==> config.mk <==
export PLATFORM = sky130hd
export DESIGN_NAME = imem_boot_ctrl
export DESIGN_NICKNAME = d
export VERILOG_FILES = /design/src/rtl/imem_boot_ctrl.sv
export SDC_FILE = /design/constraint.sdc
export NUM_CORES = 1
export LEC_CHECK = 0
export CAP_MARGIN = 10
export CELL_PAD_IN_SITES_DETAIL_PLACEMENT = 0
export CELL_PAD_IN_SITES_GLOBAL_PLACEMENT = 1
export CORE_ASPECT_RATIO = 1.4
export CORE_UTILIZATION = 41
export CTS_CLUSTER_SIZE = 30
export DETAILED_ROUTE_END_ITERATION = 8
export PLACE_DENSITY = 0.81
export SLEW_MARGIN = 5
export SYNTH_ARGS = -nofsm -noshare
export SYNTH_HDL_FRONTEND = slang
export SYNTH_SLANG_ARGS = --single-unit
export TNS_END_PERCENT = 10
==> constraint.sdc <==
create_clock -name clk -period 2.9 [get_ports clk]
set_clock_uncertainty 0.15 [all_clocks]
set_input_delay 0.58 -clock clk [delete_from_list [all_inputs] [get_ports clk]]
set_output_delay 0.58 -clock clk [all_outputs]
set_load 0.01 [all_outputs]
==> src/rtl/imem_boot_ctrl.sv <==
// imem_boot_ctrl: zero-fills IM, loads a big-endian byte-stream program, then releases the CPU
module imem_boot_ctrl #(
  parameter int DEPTH  = 256,
  parameter int ADDR_W = 8
) (
  input  logic              clk,
  input  logic              rst_n,
  input  logic [31:0]       pc,
  input  logic              ld_valid,
  input  logic [7:0]        ld_data,
  input  logic              ld_last,
  output logic              ld_ready,
  input  logic              reload,
  output logic              im_we,
  output logic [ADDR_W-1:0] im_addr,
  output logic [31:0]       im_wdata,
  output logic              cpu_stall,
  output logic              boot_done,
  output logic              load_err,
  output logic [ADDR_W:0]   word_count
);
  typedef enum logic [1:0] {CLEAR, LOAD, FIN, RUN} state_t;
  localparam logic [ADDR_W:0] full_cnt = (ADDR_W+1)'(DEPTH);
  state_t state;
  logic [ADDR_W-1:0] clr_ptr, wr_ptr, addr_r;
  logic [1:0] byte_idx;
  logic [31:0] asm_word, next_word;
  logic accept;
  assign accept = ld_valid && ld_ready;
  assign next_word = asm_word | ({24'd0, ld_data} << {~byte_idx, 3'b000});
  assign im_addr = (state == RUN) ? pc[ADDR_W+1:2] : addr_r;
  assign cpu_stall = ~boot_done;
  // boot sequencer: clear sweep, byte assembly with one-cycle write latency, run/reload
  always_ff @(posedge clk or negedge rst_n) begin
    if (!rst_n) begin
      state <= CLEAR;
      clr_ptr <= '0;
      wr_ptr <= '0;
      addr_r <= '0;
      byte_idx <= '0;
      asm_word <= '0;
      im_we <= 1'b0;
      im_wdata <= '0;
      ld_ready <= 1'b0;
      boot_done <= 1'b0;
      load_err <= 1'b0;
      word_count <= '0;
    end else begin
      im_we <= 1'b0;
      case (state)
        CLEAR: begin
          im_we <= 1'b1;
          im_wdata <= '0;
          addr_r <= clr_ptr;
          clr_ptr <= clr_ptr + 1'b1;
          if (&clr_ptr) state <= LOAD;
        end
        LOAD: begin
          ld_ready <= !(accept && ld_last);
          if (accept) begin
            if (ld_last || &byte_idx) begin
              byte_idx <= '0;
              asm_word <= '0;
              if (word_count == full_cnt) begin
                load_err <= 1'b1;
              end else begin
                im_we <= 1'b1;
                addr_r <= wr_ptr;
                im_wdata <= next_word;
                wr_ptr <= wr_ptr + 1'b1;
                word_count <= word_count + 1'b1;
              end
            end else begin
              asm_word <= next_word;
              byte_idx <= byte_idx + 1'b1;
            end
            if (ld_last) state <= FIN;
          end
        end
        FIN: begin
          state <= RUN;
          boot_done <= 1'b1;
        end
        RUN: begin
          if (reload) begin
            state <= CLEAR;
            boot_done <= 1'b0;
            clr_ptr <= '0;
            wr_ptr <= '0;
            addr_r <= '0;
            byte_idx <= '0;
            asm_word <= '0;
            word_count <= '0;
            load_err <= 1'b0;
          end
        end
      endcase
    end
  end
endmodule

==> impl_metrics.csv, run 1 <==
group,metric,value,unit
cells_and_area,fin_area,0.006262,mm²
timing,final_max_slew_viol_count,0,
status,outcome,"finished, final reports clean",
placement,placed_area,0.005961,mm²
worst_setup_path,path_cells,"ha_2 -> mux2_2 -> clkdlybuf4s50_1",
floorplan,die_w,95.63,µm
routing,wl,11760,µm
worst_setup_path,slowest_stage,"clkdlybuf4s50_1",
synthesis,synth_cell_types,52,
placement,dp_hpwl,8027,µm
routing,vias,3792,
cells_and_area,seq_area,0.002628,mm²
cells_and_area,n_fill_cell,1026,
power_and_ir_drop,leakage,2.645,nW
clocking,clock-root-buffer,"clkbuf_16",
timing,period_share,94.73,%
floorplan,initial_core_util,42.36,%
run,cap_viol_max_count,0,
floorplan,die_h,133.1,µm
timing,max_freq,0.3640,GHz
timing,worst_pin_slew,0.9449,ns
clocking,ctsResizeCount,1,
synthesis,synth-main-ff-cell,"dfrtp_1",
placement,portBuffers,74,
cells_and_area,drive_gt1_share,14.07,%
global_routing,gr-usage-all-layers,19.65,%
worst_setup_path,cp.arrival,2.02,ns
floorplan,io_pins,99,
clocking,cts_hold_buf,0,
timing,max_slew_margin,36.85,%
global_routing,antenna_found_initial,0,
synthesis,syn_inst,447,
power_and_ir_drop,peakVddDrop,0.0004809,V
worst_setup_path,crit_path_start_kind,"register",
cells_and_area,multi_input_area,0.002202,mm²
worst_setup_path,crit_required,2.17,ns
timing,hold_viol,0,
worst_setup_path,end_kind,"output port",
placement,place.gp.congestion,0.7783,
cells_and_area,fin_nets,570,
power_and_ir_drop,p_per_area,980.3,mW/mm²
worst_setup_path,crit_type,"reg2out",
clocking,cts_tree,"done",
worst_setup_path,cpPeakStageDelay,0.49,ns
clocking,numCtsBuffers,9,
timing,finalHoldWorstSlack,0.03327,ns
timing,setup_viol,0,
global_routing,grt_pass1_wl,19310,µm
routing,firstDrtPassIters,4,
synthesis,yosysMostFrequentCell,"dfrtp_1",
routing,drt_iter0_drc,115,
synthesis,yosysWarningCount,0,
hold_path,hp-class,"in2async",
routing,vias_per_cell,5.694,
synthesis,yosys.area.top_type,"dfrtp_1",
synthesis,synth_area_leaders,"dfrtp_1 52%, o2bb2ai_1 5.6%, a22o_1 5.2%",
timing,grt_setup_unrepaired,"false",
clocking,htree_levels,3,
routing,wl_per_cell,17.66,µm
worst_setup_path,crit_fanout,13,
cells_and_area,syn_to_final_growth,24.44,%
synthesis,netlist_area,0.005032,mm²
global_routing,grt_pass1_vias,3757,
timing,finalSetupTns,0,ns
synthesis,netlist.area_leader.share,52.21,%
synthesis,syn_avg_cell_area,11.26,µm²
timing,fin_crit,2.747,ns
global_routing,overflow,0,
synthesis,ys_seq_area_share,52.21,%
clocking,clock_latency,0.34,ns
routing,drtAntennaViolNets,0,
floorplan,core,0.01188,mm²
cells_and_area,diodes,0,
clocking,cts_setup_buffers,0,
synthesis,async_flop_share,100.0,%
global_routing,grt_start_max_net_pins,73,
synthesis,synth_seq_cells,105,
floorplan,rows,47,
floorplan,die_area,0.01273,mm²
synthesis,synth-edff-count,0,
synthesis,synth_common_cells,"105 x dfrtp_1, 47 x a21oi_1, 32 x o2bb2ai_1",
synthesis,synth_nets,501,
clocking,clkSinkCount,105,
routing,drc,0,
clocking,cts_max_path_buffers,2,
clocking,path_clk_slew,0.07,ns
cells_and_area,final_util,52.72,%
==> layer usage <==
layer	vias up	global-route usage [%]	routed length, µm
met4	0	4.643	74
li1	1799	-	-
met5	-	0	0
met1	1904	25.33	5066
met3	6	3.966	454
met2	83	33.49	6166
==> layout by cell type (no fill, tap or decap), types with 3 or more instances in the layout <==
cell type        Yosys  final
o21ai_0              8      8
dfrtp_1            105    105
and3_1               3      3
nor2b_1              7      7
xnor2_1              4      4
or2_2                4      4
nand4_1              5      5
inv_1               11     11
o2bb2ai_1           32     32
xor2_1               3      3
a211oi_1             8      8
clkbuf_16            0      9
a22o_1              30     30
buf_4                4     21
ha_1                 9      8
nand2_1             21     21
a221o_1              5      5
nand3_1              9      9
a21oi_1             47     47
and2_1               4      4
clkdlybuf4s50_1      0     73
nor2_1              23     23
o22ai_1              5      5
a2111oi_0            3      3
mux2_2              21     21
a211o_1              3      3
or3_1                4      4
nor3_1               4      4
mux2i_1              6      6
==> cells by family after synthesis <==
kind of cell | Yosys count | share of synthesized area [%]
flip-flops | 105 | 52.21
AND/OR/NAND/NOR | 98 | 11.26
XOR/XNOR | 7 | 1.218
AO/OA/AOI/OAI | 152 | 22.82
buffers and inverters | 48 | 4.078
adder cells (fa/ha/maj) | 9 | 2.238
multiplexers | 28 | 6.166
==> per-stage QoR <==
| stage | total power (W) | std cells | setup WS (ns) |
|---|---|---|---|
| after floorplan | 0.003916 | 447 | 0.5055 |
| after global placement | 0.004822 | 652 | 0.06825 |
| after detailed placement | 0.004910 | 652 | 0.04885 |
| after CTS | 0.006191 | 666 | 0.1173 |
| after global routing | 0.006559 | 666 | 0.02583 |
| final | 0.006139 | 666 | 0.1529 |
==> sequential cells by signal (all words and copies together), names as in the netlist <==
name / cells
wr_ptr: 8
addr_r: 8
load_err: 1
asm_word: 32
boot_done: 1
ld_ready: 1
clr_ptr: 8
state: 2
im_wdata: 32
word_count: 9
im_we: 1
byte_idx: 2
==> final timing paths <==
path / startpoint / endpoint / slack, ns / cells past startpoint
min in group clk: im_wdata[18] / im_wdata[18] / 0.34 / 1
worst max register to register: word_count[0] / im_wdata[16] / 0.25 / 6
worst min-delay path: rst_n / im_wdata[19] / 0.03 / 1
max in group asynchronous: rst_n / addr_r[2] / 1.82 / 2
worst min register to register: im_wdata[18] / im_wdata[18] / 0.34 / 1
worst max-delay path: state[1] / im_addr[4] / 0.15 / 3
==> critical path: cells and delay by family (launching register included) <==
| kind | cells | cell delay (ns) |
|---|---|---|
| buf+inv | 1 | 0.49 |
| fa+ha+maj | 1 | 0.41 |
| flops | 1 | 0.39 |
| mux | 1 | 0.38 |
==> layout make-up <==
| type | instances | area share, % |
|---|---|---|
| clock buffer | 10 | 3.656 |
| timing repair buffer | 95 | 14.51 |
| inverter | 11 | 0.6593 |
| clock inverter | 4 | 1.119 |
| sequential | 105 | 41.96 |
| tap | 147 | 2.937 |
| multi-input combinational | 294 | 35.16 |
==> report_power, final <==
| group | switching, W | internal (W) |
|---|---|---|
| clock | 0.000515 | 0.000745 |
| combinational | 0.00131 | 0.00131 |
| sequential | 0.000382 | 0.00189 |
| total | 0.00220 | 0.00394 |
(Power assumes the default switching activity.)
==> run 2, diff against run 1 <==
==> constraint.sdc (replaced) <==
create_clock -name clk -period 3.1 [get_ports clk]
set_clock_uncertainty 0.15 [all_clocks]
set_input_delay 0.62 -clock clk [delete_from_list [all_inputs] [get_ports clk]]
set_output_delay 0.62 -clock clk [all_outputs]
set_load 0.01 [all_outputs]
==> run 2 against run 1 <==
Core utilization increased by 0.11 points. Total power decreased by 5.5%. Wire length decreased by 2.3%. Die area unchanged. Hold slack improved by 0.035 ns. Sequential power decreased by 7%. Cell count decreased by 0.30%. Critical endpoint is now im_addr[5].
==> impl_metrics.csv, run 2 (synthesized netlist as in run 1, its figures left out) <==
group,metric,value,unit
floorplan,die_h,133.1,µm
clocking,clkSinkCount,105,
global_routing,grt_pass1_wl,18910,µm
clocking,clock_latency,0.34,ns
placement,place.gp.congestion,0.7769,
timing,grt_setup_unrepaired,"false",
cells_and_area,fin_nets,566,
cells_and_area,fin_area,0.006275,mm²
cells_and_area,diodes,0,
cells_and_area,seq_area,0.002628,mm²
timing,final_max_slew_viol_count,0,
worst_setup_path,crit_path_start_kind,"register",
floorplan,io_pins,99,
routing,firstDrtPassIters,4,
worst_setup_path,r2r_cells,5,
timing,hold_viol,0,
cells_and_area,syn_to_final_growth,24.69,%
run,cap_viol_max_count,0,
timing,max_freq,0.3573,GHz
global_routing,gr-usage-all-layers,19.23,%
placement,portBuffers,74,
timing,setup_viol,0,
routing,vias_per_cell,5.742,
worst_setup_path,worst_r2r_endpoint,"wr_ptr[1]",
worst_setup_path,crit_type,"reg2out",
power_and_ir_drop,p_per_area,924.5,mW/mm²
placement,placed_area,0.005943,mm²
timing,period_share,90.27,%
floorplan,rows,47,
clocking,clock-root-buffer,"clkbuf_16",
clocking,cts_setup_buffers,0,
worst_setup_path,crit_required,2.33,ns
cells_and_area,layout_commonest_cell,"dfrtp_1",
global_routing,grt_start_max_net_pins,72,
floorplan,initial_core_util,42.36,%
worst_setup_path,crit_fanout,13,
routing,vias,3813,
power_and_ir_drop,p_sw_share,35.84,%
clocking,path_clk_slew,0.07,ns
floorplan,core,0.01188,mm²
status,outcome,"finished, final reports clean",
global_routing,overflow,0,
routing,wl_per_cell,17.30,µm
timing,fin_crit,2.798,ns
floorplan,die_w,95.63,µm
power_and_ir_drop,p_int,0.003722,W
cells_and_area,multi_input_area,0.002202,mm²
timing,finalHoldWorstSlack,0.06871,ns
cells_and_area,drive_gt1_share,13.93,%
power_and_ir_drop,pwr-share-comb,42.2,%
power_and_ir_drop,peakVddDrop,0.0004433,V
routing,drt_iter0_drc,132,
cells_and_area,largestRegisters,"asm_word (32), im_wdata (32), word_count (9)",
clocking,numCtsBuffers,9,
power_and_ir_drop,clockPowerShare,21.4,%
power_and_ir_drop,power.switching,0.002079,W
routing,drc,0,
worst_setup_path,end_kind,"output port",
clocking,cts_max_path_buffers,2,
timing,max_slew_margin,50.14,%
global_routing,antenna_found_initial,0,
cells_and_area,final_cell_mix,"105 x dfrtp_1, 73 x clkdlybuf4s50_1, 47 x a21oi_1, 32 x o2bb2ai_1, 30 x a22o_1",
hold_path,hp-class,"in2async",
power_and_ir_drop,p_seq_share,36.4,%
global_routing,grt_pass1_vias,3695,
floorplan,die_area,0.01273,mm²
placement,dp_hpwl,7892,µm
routing,wl,11490,µm
routing,drtAntennaViolNets,0,
power_and_ir_drop,p_total,0.005801,W
clocking,cts_tree,"done",
clocking,htree_levels,3,
cells_and_area,n_fill_cell,1046,
power_and_ir_drop,leakage,2.641,nW
worst_setup_path,cp.arrival,2.03,ns
worst_setup_path,reg2reg_slack,0.51,ns
timing,worst_pin_slew,0.7479,ns
worst_setup_path,r2r_start,"state[1]",
timing,finalSetupTns,0,ns
## run 2: cell count changes in the layout (fill, tap and decap cells not counted)
cell	change
clkinv_4	+1
clkbuf_1	-1
buf_12	+1
clkinv_2	-1
clkinvlp_4	+1
inv_6	+1
buf_4	-5
clkbuf_8	+1
## run 2: critical path, cell delays in order (launching register included)
cell	delay, ns
dfrtp_1	0.40
ha_2	0.42
mux2_2	0.38
clkdlybuf4s50_1	0.48
## run 2: final cells by class
cell class / count / area share (%)
Tap cell: 147 / 2.931
Sequential cell: 105 / 41.87
Clock inverter: 6 / 1.436
Timing Repair Buffer: 91 / 14.20
Multi-Input combinational cell: 294 / 35.09
Clock buffer: 10 / 3.809
Inverter: 11 / 0.6580
## run 2: how the worst max path moves through the flow
| stage | from | endpoint | slack (ns) | depth (start not counted) |
|---|---|---|---|---|
| floorplan | state[1] | im_addr[0] | 0.67 | 5 |
| global placement | ld_valid | wr_ptr[1] | 0.24 | 5 |
| detailed placement | ld_valid | wr_ptr[1] | 0.23 | 5 |
| CTS | state[1] | im_addr[5] | 0.07 | 3 |
| global route | state[1] | im_addr[3] | 0.21 | 3 |
| finish | state[1] | im_addr[5] | 0.30 | 3 |
## run 2: routing by layer
layer  vias up  global-route usage (%)  share of wire, %
met4         0                   5.307               1.3
met2        98                   31.75                50
met3        13                   4.138               4.4
li1       1805                       -                 -
met1      1897                   25.22                44
met5         -                       0                 0
## run 2: power groups by stage
stage | combinational, W | sequential [W] | clock, W
floorplan | 0.00157 | 0.00209 | 0
global placement | 0.00240 | 0.00212 | 0
detailed placement | 0.00246 | 0.00213 | 0
CTS | 0.00247 | 0.00211 | 0.00127
global route | 0.00268 | 0.00217 | 0.00134
finish | 0.00245 | 0.00211 | 0.00124
## run 2: per-stage QoR
| step | worst slack, ns | utilization (%) | std cells |
|---|---|---|---|
| global placement | 0.2408 | 50.03 | 648 |
| CTS | 0.07233 | 52.80 | 664 |
| floorplan | 0.6655 | - | 447 |
| finish | 0.3016 | 52.82 | 664 |
| global route | 0.2077 | 52.82 | 664 |
| detailed placement | 0.2302 | 50.03 | 648 |
## run 2: repair_timing
action,CTS,global route
hold buffers,0,0
resized for setup,0,1
endpoints found under the setup margin,0,3
